[config.mk]
export PLATFORM = sky130hd
export DESIGN_NAME = dbg_loader
export DESIGN_NICKNAME = d
export VERILOG_FILES = /design/src/rtl/dbg_loader_pkg.sv /design/src/rtl/dbg_loader_tx.sv /design/src/rtl/dbg_loader.sv
export SDC_FILE = /design/constraint.sdc
export NUM_CORES = 1
export LEC_CHECK = 0
export CAP_MARGIN = 20
export CORE_ASPECT_RATIO = 0.7
export CORE_UTILIZATION = 30
export CTS_CLUSTER_DIAMETER = 80
export DETAILED_ROUTE_END_ITERATION = 12
export DONT_BUFFER_PORTS = 1
export SYNTH_ARGS = -nofsm -noshare
export SYNTH_HDL_FRONTEND = slang
export SYNTH_SLANG_ARGS = --single-unit
[constraint.sdc]
create_clock -name CLK -period 2.7 [get_ports CLK]
set_input_delay 0.27 -clock CLK [delete_from_list [all_inputs] [get_ports CLK]]
set_output_delay 0.27 -clock CLK [all_outputs]
set_load 0.01 [all_outputs]
[src/rtl/dbg_loader_pkg.sv]
// Shared types and byte constants for the UART debug loader.
// Holds the command FSM states, opcode/reply bytes and a little-endian byte-insert helper.
package dbg_loader_pkg;

   typedef enum logic [2:0] {
      IDLE,
      ADDR,
      DATA,
      WRITE,
      RDWAIT,
      SEND,
      ACK
   } state_e;

   localparam logic [7:0] OP_WRITE     = 8'h57;
   localparam logic [7:0] OP_READ      = 8'h52;
   localparam logic [7:0] OP_HOLD      = 8'h48;
   localparam logic [7:0] OP_GO        = 8'h47;

   localparam logic [7:0] RPLY_ACK     = 8'h4B;
   localparam logic [7:0] RPLY_REFUSE  = 8'h21;
   localparam logic [7:0] RPLY_UNKNOWN = 8'h3F;

   // Fields arrive least-significant byte first; idx selects the byte lane.
   function automatic logic [31:0] put_byte(input logic [31:0] word,
                                            input logic [1:0]  idx,
                                            input logic [7:0]  b);
      logic [31:0] r;
      r = word;
      r[8*idx +: 8] = b;
      return r;
   endfunction

endpackage

[src/rtl/dbg_loader_tx.sv]
// Transmit byte register with valid/ready handshake toward the UART transmitter.
// A load wins over a same-cycle acceptance so the next byte follows without a gap.
module dbg_loader_tx
   import dbg_loader_pkg::*;
(
   input  logic       clk,
   input  logic       rst,
   input  logic       load,
   input  logic [7:0] load_data,
   input  logic       tx_ready,
   output logic [7:0] tx_data,
   output logic       tx_valid,
   output logic       accept
);

   logic [7:0] data_q, data_d;
   logic       valid_q, valid_d;

   assign accept   = valid_q & tx_ready;
   assign tx_data  = data_q;
   assign tx_valid = valid_q;

   always_comb begin
      data_d  = data_q;
      valid_d = valid_q;
      if (load) begin
         data_d  = load_data;
         valid_d = 1'b1;
      end else if (accept) begin
         valid_d = 1'b0;
      end
   end

   always_ff @(posedge clk or posedge rst) begin
      if (rst) begin
         data_q  <= '0;
         valid_q <= 1'b0;
      end else begin
         data_q  <= data_d;
         valid_q <= valid_d;
      end
   end

endmodule

[src/rtl/dbg_loader.sv]
// UART-driven debug loader: decodes write/read/hold/go commands onto a 32-bit memory bus.
// Define DBG_LOADER_READ_EN to build the 'R' read path; without it 'R' is an unknown opcode.
module dbg_loader
   import dbg_loader_pkg::*;
#(
   parameter int TIMEOUT_CYC   = 100000,
   parameter int READ_LAT      = 1,
   parameter int HOLD_ON_RESET = 0
) (
   input  logic        CLK,
   input  logic        RESET,
   input  logic [7:0]  rx_data,
   input  logic        rx_valid,
   output logic [7:0]  tx_data,
   output logic        tx_valid,
   input  logic        tx_ready,
   output logic        dbg_mem_op,
   output logic [3:0]  dbg_wren,
   output logic [31:0] dbg_adr,
   output logic [31:0] dbg_do,
   input  logic [31:0] dbg_di,
   output logic        cpu_n_reset
);

   localparam int TW = $clog2(TIMEOUT_CYC + 1);

   state_e        state_q, state_d;
   logic [1:0]    cnt_q, cnt_d;
   logic [31:0]   adr_q, adr_d;
   logic [31:0]   wdata_q, wdata_d;
   logic [TW-1:0] tmo_q, tmo_d;
   logic          cpu_q, cpu_d;
   logic          mem_op_q, mem_op_d;
   logic [3:0]    wren_q, wren_d;
   logic          tx_load;
   logic [7:0]    tx_byte;
   logic          tx_accept;

`ifdef DBG_LOADER_READ_EN
   localparam int RW = $clog2(READ_LAT + 2);
   logic          is_write_q, is_write_d;
   logic [RW-1:0] rd_cnt_q, rd_cnt_d;
   logic [31:0]   rdata_q, rdata_d;
`else
   logic          unused_dbg_di;
   assign unused_dbg_di = ^dbg_di;
`endif

   assign dbg_mem_op  = mem_op_q;
   assign dbg_wren    = wren_q;
   assign dbg_adr     = adr_q;
   assign dbg_do      = wdata_q;
   assign cpu_n_reset = cpu_q;

   // Command sequencing; the timeout counter only runs while a field is being collected.
   always_comb begin
      state_d = state_q;
      cnt_d   = cnt_q;
      adr_d   = adr_q;
      wdata_d = wdata_q;
      tmo_d   = '0;
      cpu_d   = cpu_q;
      tx_load = 1'b0;
      tx_byte = RPLY_ACK;
`ifdef DBG_LOADER_READ_EN
      is_write_d = is_write_q;
      rd_cnt_d   = '0;
      rdata_d    = rdata_q;
`endif
      case (state_q)
         IDLE: begin
            if (rx_valid) begin
               cnt_d   = 2'd0;
               tx_load = 1'b1;
               state_d = ACK;
               case (rx_data)
                  OP_HOLD: cpu_d = 1'b0;
                  OP_GO:   cpu_d = 1'b1;
                  OP_WRITE: begin
                     if (cpu_q) begin
                        tx_byte = RPLY_REFUSE;
                     end else begin
                        tx_load = 1'b0;
                        state_d = ADDR;
`ifdef DBG_LOADER_READ_EN
                        is_write_d = 1'b1;
`endif
                     end
                  end
`ifdef DBG_LOADER_READ_EN
                  OP_READ: begin
                     if (cpu_q) begin
                        tx_byte = RPLY_REFUSE;
                     end else begin
                        tx_load    = 1'b0;
                        state_d    = ADDR;
                        is_write_d = 1'b0;
                     end
                  end
`endif
                  default: tx_byte = RPLY_UNKNOWN;
               endcase
            end
         end
         ADDR: begin
            if (rx_valid) begin
               adr_d = put_byte(adr_q, cnt_q, rx_data);
               cnt_d = cnt_q + 2'd1;
               if (cnt_q == 2'd3) begin
`ifdef DBG_LOADER_READ_EN
                  state_d = is_write_q ? DATA : RDWAIT;
`else
                  state_d = DATA;
`endif
               end
            end else if (tmo_q == TW'(TIMEOUT_CYC - 1)) begin
               state_d = IDLE;
            end else begin
               tmo_d = tmo_q + TW'(1);
            end
         end
         DATA: begin
            if (rx_valid) begin
               wdata_d = put_byte(wdata_q, cnt_q, rx_data);
               cnt_d   = cnt_q + 2'd1;
               if (cnt_q == 2'd3) begin
                  state_d = WRITE;
               end
            end else if (tmo_q == TW'(TIMEOUT_CYC - 1)) begin
               state_d = IDLE;
            end else begin
               tmo_d = tmo_q + TW'(1);
            end
         end
         WRITE: begin
            tx_load = 1'b1;
            tx_byte = RPLY_ACK;
            state_d = ACK;
         end
`ifdef DBG_LOADER_READ_EN
         // Read data is sampled on the last of READ_LAT+1 bus cycles; byte 0 goes out at once.
         RDWAIT: begin
            rd_cnt_d = rd_cnt_q + RW'(1);
            if (rd_cnt_q == RW'(READ_LAT)) begin
               rd_cnt_d = '0;
               rdata_d  = dbg_di;
               tx_load  = 1'b1;
               tx_byte  = dbg_di[7:0];
               cnt_d    = 2'd1;
               state_d  = SEND;
            end
         end
         SEND: begin
            if (tx_accept) begin
               if (cnt_q == 2'd0) begin
                  state_d = IDLE;
               end else begin
                  tx_load = 1'b1;
                  tx_byte = rdata_q[8*cnt_q +: 8];
                  cnt_d   = cnt_q + 2'd1;
               end
            end
         end
`endif
         ACK: begin
            if (tx_accept) begin
               state_d = IDLE;
            end
         end
         default: state_d = IDLE;
      endcase

      mem_op_d = (state_d == WRITE) || (state_d == RDWAIT);
      wren_d   = (state_d == WRITE) ? 4'hF : 4'h0;
   end

   always_ff @(posedge CLK or posedge RESET) begin
      if (RESET) begin
         state_q  <= IDLE;
         cnt_q    <= '0;
         adr_q    <= '0;
         wdata_q  <= '0;
         tmo_q    <= '0;
         cpu_q    <= (HOLD_ON_RESET == 0);
         mem_op_q <= 1'b0;
         wren_q   <= '0;
      end else begin
         state_q  <= state_d;
         cnt_q    <= cnt_d;
         adr_q    <= adr_d;
         wdata_q  <= wdata_d;
         tmo_q    <= tmo_d;
         cpu_q    <= cpu_d;
         mem_op_q <= mem_op_d;
         wren_q   <= wren_d;
      end
   end

`ifdef DBG_LOADER_READ_EN
   always_ff @(posedge CLK or posedge RESET) begin
      if (RESET) begin
         is_write_q <= 1'b1;
         rd_cnt_q   <= '0;
         rdata_q    <= '0;
      end else begin
         is_write_q <= is_write_d;
         rd_cnt_q   <= rd_cnt_d;
         rdata_q    <= rdata_d;
      end
   end
`endif

   dbg_loader_tx u_tx (
      .clk       (CLK),
      .rst       (RESET),
      .load      (tx_load),
      .load_data (tx_byte),
      .tx_ready  (tx_ready),
      .tx_data   (tx_data),
      .tx_valid  (tx_valid),
      .accept    (tx_accept)
   );

endmodule

## Word level (Yosys, flattened, before mapping)

Index checks and enable logic that the tools add are counted.

- Bitwise operators: 1
- Shift operators: 2
- $lt $le $gt $ge: 0
- Reductions and logical operators: 11
- Div/mod/pow operators: 0
- Eq/ne operators: 13
- Add/subtract/negate cells: 3
- $mul: 0
- Multiplexer cells: 30

Operator list:

| operator | number |
|---|---|
| bitwise mux 32 bit | 2 |
| two-way mux 17 bit | 3 |
| negation 5 -> 34 bit | 1 |
| variable shift 8 x 34 -> 32 bit (first input constant) | 1 |
| indexed part select 8 x 34 -> 32 bit | 1 |
| two-way mux 3 bit | 9 |
| equality test 8 x 7 -> 1 bit (second input constant) | 3 |
| two-way mux 7 bit | 3 |
| adder 17 x 1 -> 17 bit (second input constant) | 1 |
| equality test 17 bit (second input constant) | 1 |
| case mux 3 bit (5 select lines) | 1 |
| case mux 7 bit (2 select lines) | 1 |
| equality test 3 x 2 -> 1 bit (second input constant) | 3 |
| equality test 3 bit (second input constant) | 2 |
| AND reduction 3 bit | 2 |
| nonzero test 2 bit | 3 |
| two-way mux 1 bit | 5 |
| two-way mux 2 bit | 2 |
| two-way mux 4 bit | 1 |
| case mux 1 bit (2 select lines) | 2 |
| case mux 2 bit (2 select lines) | 1 |
| AND reduction 2 bit | 2 |
| OR reduction 2 bit | 2 |
| equality test 3 x 1 -> 1 bit (second input constant) | 1 |
| 7 further kinds | 7 |

- Output and inout bits: 79
- Input bits: 44
- Logic and storage cells: 70
- Register bits after elaboration: 101
- Memory bits (writable): 0
- Memories kept: 0
- ROM bits: 0
- Latch bits: 0

## Logic depth before layout (Yosys ltp)

- Word-level depth: 6
- Depth in mapped cells: 6
- Mapped depth without buffers: 6

## Hierarchy

Synthesis repeated with hierarchy kept, for this count alone.

- Cell total of the unflattened synthesis: 352
- Area total of the unflattened synthesis: 4534.3 um^2

Modules (own cells, without submodules):

| module | area an instance (um^2) | cells an instance | sequential area each (um^2) | times used |
|---|---|---|---|---|
| dbg_loader | 4155.2 | 330 | 2228.4 | 1 |
| dbg_loader_tx | 379.1 | 22 | 225.2 | 1 |

## Least setup slack after synthesis

OpenSTA, ideal clock, no wires.

- Path type: register to register
- From: register cnt_q[0]
- To: register adr_q[22] (netlist: dbg_adr[22])
- Buffers on the path: 0
- Stages on the path, launching flop included: 7
- Period minus slack after synthesis: 1.714 ns
- Data required time: 2.617 ns
- Path slack: 0.986 ns
- Library setup time: 0.083 ns
- Arrival: 1.632 ns
- Cells stage by stage: dfrtp_1 > inv_1 > ha_1 > inv_1 > nor3_1 > nand2_1 > o21ai_0

- Longest elaborated chain between the ends: 3
- Elaborated cells between the ends (all ways): 4
- Those cells by class: 1 x add/sub; 2 x shift; 1 x mux

RTL lines:

| element | RTL line | source |
|---|---|---|
| from (decl) | dbg_loader.sv:28 | `logic [1:0] cnt_q, cnt_d;` |
| from (signal assigned) | dbg_loader.sv:189 | `cnt_q <= cnt_d;` |
| negation 5 -> 34 bit (*) | dbg_loader_pkg.sv:30 | `r[8*idx +: 8] = b;` |
| indexed part select 8 x 34 -> 32 bit or variable shift 8 x 34 -> 32 bit (tied branches) | dbg_loader_pkg.sv:30 |  |
| bitwise mux 32 bit (*) | dbg_loader_pkg.sv:30 |  |
| to (signal assigned) | dbg_loader.sv:190 | `adr_q <= adr_d;` |
| to (decl) | dbg_loader.sv:29 | `logic [31:0] adr_q, adr_d;` |

Every way passes the cells marked *; elsewhere a longest branch is shown, timed or not.
A chain may end at the register's enable or synchronous reset.

## Final worst setup path

- From: register tmo_q[0]
- To: register tmo_q[15]

- Longest elaborated chain between the ends: 4
- Elaborated cells between the ends (all ways): 5
- Those cells by class: 1 x add/sub; 1 x eq/ne; 3 x mux

RTL lines:

| element | RTL line | source |
|---|---|---|
| from (decl) | dbg_loader.sv:31 | `logic [TW-1:0] tmo_q, tmo_d;` |
| from (signal assigned) | dbg_loader.sv:192 | `tmo_q <= tmo_d;` |
| adder 17 x 1 -> 17 bit or equality test 17 bit (tied branches) | n/a |  |
| two-way mux 17 bit (*) | dbg_loader.sv:116, dbg_loader.sv:129 |  |
| two-way mux 17 bit (*) | dbg_loader.sv:123 | `if (rx_valid) begin` |
| two-way mux 17 bit (*) | n/a |  |
| via tmo_d[15] | dbg_loader.sv:31 |  |

The timed path passes the listed nets; every way through them passes the cells marked *.

==> flow_metrics.py <==
metrics = {
    "cells_and_area": {
        "multi_input_area_um2": 1550,
        "layout_commonest_cell": "nand2_1",
        "area_growth_pct": 11.7,
        "regArea_um2": 2380,
        "design_area_um2": 4530,
        "drive_gt1_share_pct": 6.92,
        "mostFrequentLayoutCells": "nand2_1, dfrtp_1, o21ai_0",
        "diodes": 0,
        "fin_nets": 464,
        "fillCellCount": 1330,
    },
    "timing": {
        "min_period_ns": 1.94,
        "max_freq_ghz": 0.516,
        "setup_violations": 0,
        "skew_ns": 0.00701,
        "drv_slew": 0,
        "maxSlewHeadroom_pct": 53.2,
        "rsz0062_at_grt": "no",
        "worstMarginPinSlew_ns": 0.692,
        "fin_tns_setup_ns": 0,
        "hold_viol": 0,
        "min_period_over_period_pct": 71.7,
    },
    "setup_path": {
        "endpoint_kind": "register",
        "startpoint_type": "register",
        "worstPathArrival_ns": 2.18,
        "slowest_delay_ns": 0.50,
        "critPathKind": "register to register",
        "path_buf_inv": 0,
        "cp.required_ns": 2.94,
        "cpMaxStageDelayCell": "nand3b_1",
        "cp_max_fo": 17,
        "crit_chain": "ha_1, and4_1, nand4_1, nand3b_1, a21oi_1",
        "critPathTopFamily": "simple AND/OR/NAND/NOR gates",
    },
    "cts": {
        "ctsHoldBuffers": 1,
        "h-tree-depth": 3,
        "clock_latency_ns": 0.34,
        "tritoncts": "yes",
        "cts.sinks": 95,
        "cts_buffers": 9,
        "root_buffer": "clkbuf_16",
        "cts_setup_buffers": 0,
        "clkSlewWorstSetupHoldPaths_ns": 0.06,
        "cts_buffer_depth": 2,
        "post_cts_resized": 0,
    },
    "die": {
        "rows": 35,
        "die-area_um2": 14000,
        "ios": 123,
        "initial_core_util_pct": 30.8,
        "core_um2": 13200,
        "die_width_um": 141,
        "die-height_um": 99.3,
    },
    "global_route": {
        "grtUsageTotal_pct": 14.8,
        "grt_pass1_wl_um": 15700,
        "antenna_found_initial": 0,
        "grt_start_max_net_pins": 96,
        "grt.overflow.total": 0,
        "grt_pass1_vias": 2879,
    },
    "power": {
        "ir_drop_uv": 370,
        "power_density_nw_per_um2": 780,
        "fin_total_pwr_w": 0.00354,
        "p_leak_nw": 1.88,
    },
    "placed_design": {
        "io_buffers": 0,
        "gp_congestion": 0.823,
        "hpwl_um": 6990,
        "placed_area_um2": 4240,
    },
    "synthesis": {
        "synth_xor_area_share_pct": 3.02,
        "synth_top_family_by_area": "simple AND/OR/NAND/NOR gates",
        "ys_ff_latch": 95,
        "synth_fp_nets": 467,
        "synth_mux_area_share_pct": 0.493,
        "synth_compound_area_share_pct": 11.1,
        "netlist_instances": 417,
        "syn_avg_cell_area_um2": 9.74,
        "seq_area_frac_synth_pct": 58.6,
        "synth_area_um2": 4060,
        "yosysWarnings": 0,
        "synthAdderAreaFrac_pct": 1.85,
        "synth-simple-area-share_pct": 21.5,
        "yosysUniqueCellTypes": 43,
    },
    "min_path": {
        "min_path_type": "input port to register",
    },
    "drt": {
        "via_per_inst": 4.92,
        "drt_iter0_drc": 161,
        "drc": 0,
        "first_pass_iters": 5,
        "vias": 2969,
        "ant_nets": 0,
        "routedWlPerCell_um": 16.2,
        "drt-total-wl_um": 9780,
    },
    "flow_run": {
        "max_cap_viol_count": 0,
    },
    "run_status": {
        "outcome": "finished, final reports clean",
    },
}
## per-layer routing
metal  global-route usage (%)  share of wire, %  up-vias
li1                         -                 -     1407
met5                        0                 0        -
met2                     23.0                45       92
met4                     4.60               1.1        0
met3                     5.44               7.7        8
met1                     19.1                46     1462
## cell families (layout without fill, tap and decap cells)
kind of cell | Yosys count | in the layout
and+or+nand+nor | 185 | 185
muxes | 2 | 2
xor gates and xnor gates | 14 | 14
adders and majority gates | 6 | 6
buffers and inverters | 29 | 31
other | 1 | 1
DFF | 95 | 95
AOI/OAI and AO/OA | 85 | 85
## flip-flops by register name (all words and copies together), names as in the netlist
| signal | cells |
|---|---|
| tmo_q | 17 |
| dbg_mem_op | 1 |
| u_tx.tx_valid | 1 |
| dbg_wren | 1 |
| u_tx.tx_data | 5 |
| dbg_adr | 32 |
| cpu_n_reset | 1 |
| state_q | 3 |
| cnt_q | 2 |
| dbg_do | 32 |
## through the flow
| step | worst slack (ns) | util [%] | hold slack [ns] | instances |
|---|---|---|---|---|
| after detailed placement | 0.752 | 32.2 | 0.338 | 587 |
| after global routing | 0.532 | 34.4 | 0.0218 | 604 |
| after floorplan | 0.986 | - | 0.366 | 417 |
| after CTS | 0.750 | 34.4 | 0.0130 | 604 |
| final | 0.764 | 34.4 | 0.0205 | 604 |
| after global placement | 0.795 | 32.2 | 0.320 | 587 |
## synth_stat cells, drive strengths merged
cell,count,area [um^2]
o21ai,70,350
dfstp,1,26.3
and4b,2,20.0
nand4,5,31.3
a21boi,1,7.51
and2,2,12.5
nor2,20,75.1
a2bb2oi,2,17.5
o31ai,1,7.51
nor3b,2,15.0
nor3,5,25.0
or2,1,6.26
nor4b,4,35.0
ha,6,75.1
nand3,7,47.6
and4,1,8.76
xor2,5,43.8
or3,2,17.5
nor4,5,31.3
conb,1,3.75
or4b,1,10.0
xnor2,9,78.8
a21oi,6,30.0
nand2b,1,6.26
o2bb2ai,2,17.5
and3,1,6.26
nand3b,1,7.51
a31oi,2,12.5
nor4bb,1,10.0
and4bb,3,37.5
nand2,118,445
inv,10,37.5
and3b,1,8.76
dfrtp,94,2350
o22a,1,8.76
mux2i,2,20.0
or4,2,15.0
clkbuf,11,41.3
buf,8,57.6
## path summary, 6_finish.rpt
path                                 end  startpoint  slack [ns]  cells past startpoint
setup / recovery               tmo_q[15]    tmo_q[0]        0.76                      5
hold / removal             u_tx.tx_valid    tx_ready        0.02                      1
setup reg to reg               tmo_q[15]    tmo_q[0]        0.76                      5
hold reg to reg                 tmo_q[0]    tmo_q[0]        0.48                      1
max in group asynchronous    cpu_n_reset       RESET        1.73                      3
min in group asynchronous      tmo_q[10]       RESET        0.54                      3
## where the power goes
group,total (W),internal (W),switching (W),leakage (nW)
Combinational,0.000546,0.000184,0.000362,0.454
Sequential,0.00180,0.00158,0.000218,1.29
Clock,0.00119,0.000671,0.000520,0.134
Total,0.00354,0.00244,0.00110,1.88
## cell type report
type / count / area share (%)
clock inverter: 5 / 0.717
sequential: 95 / 52.5
inverter: 10 / 0.911
clock buffer: 11 / 5.57
tap: 185 / 5.10
multi-input combinational: 293 / 34.1
timing repair buffer: 5 / 1.16
Note: power is estimated with default switching activity, not from simulation.
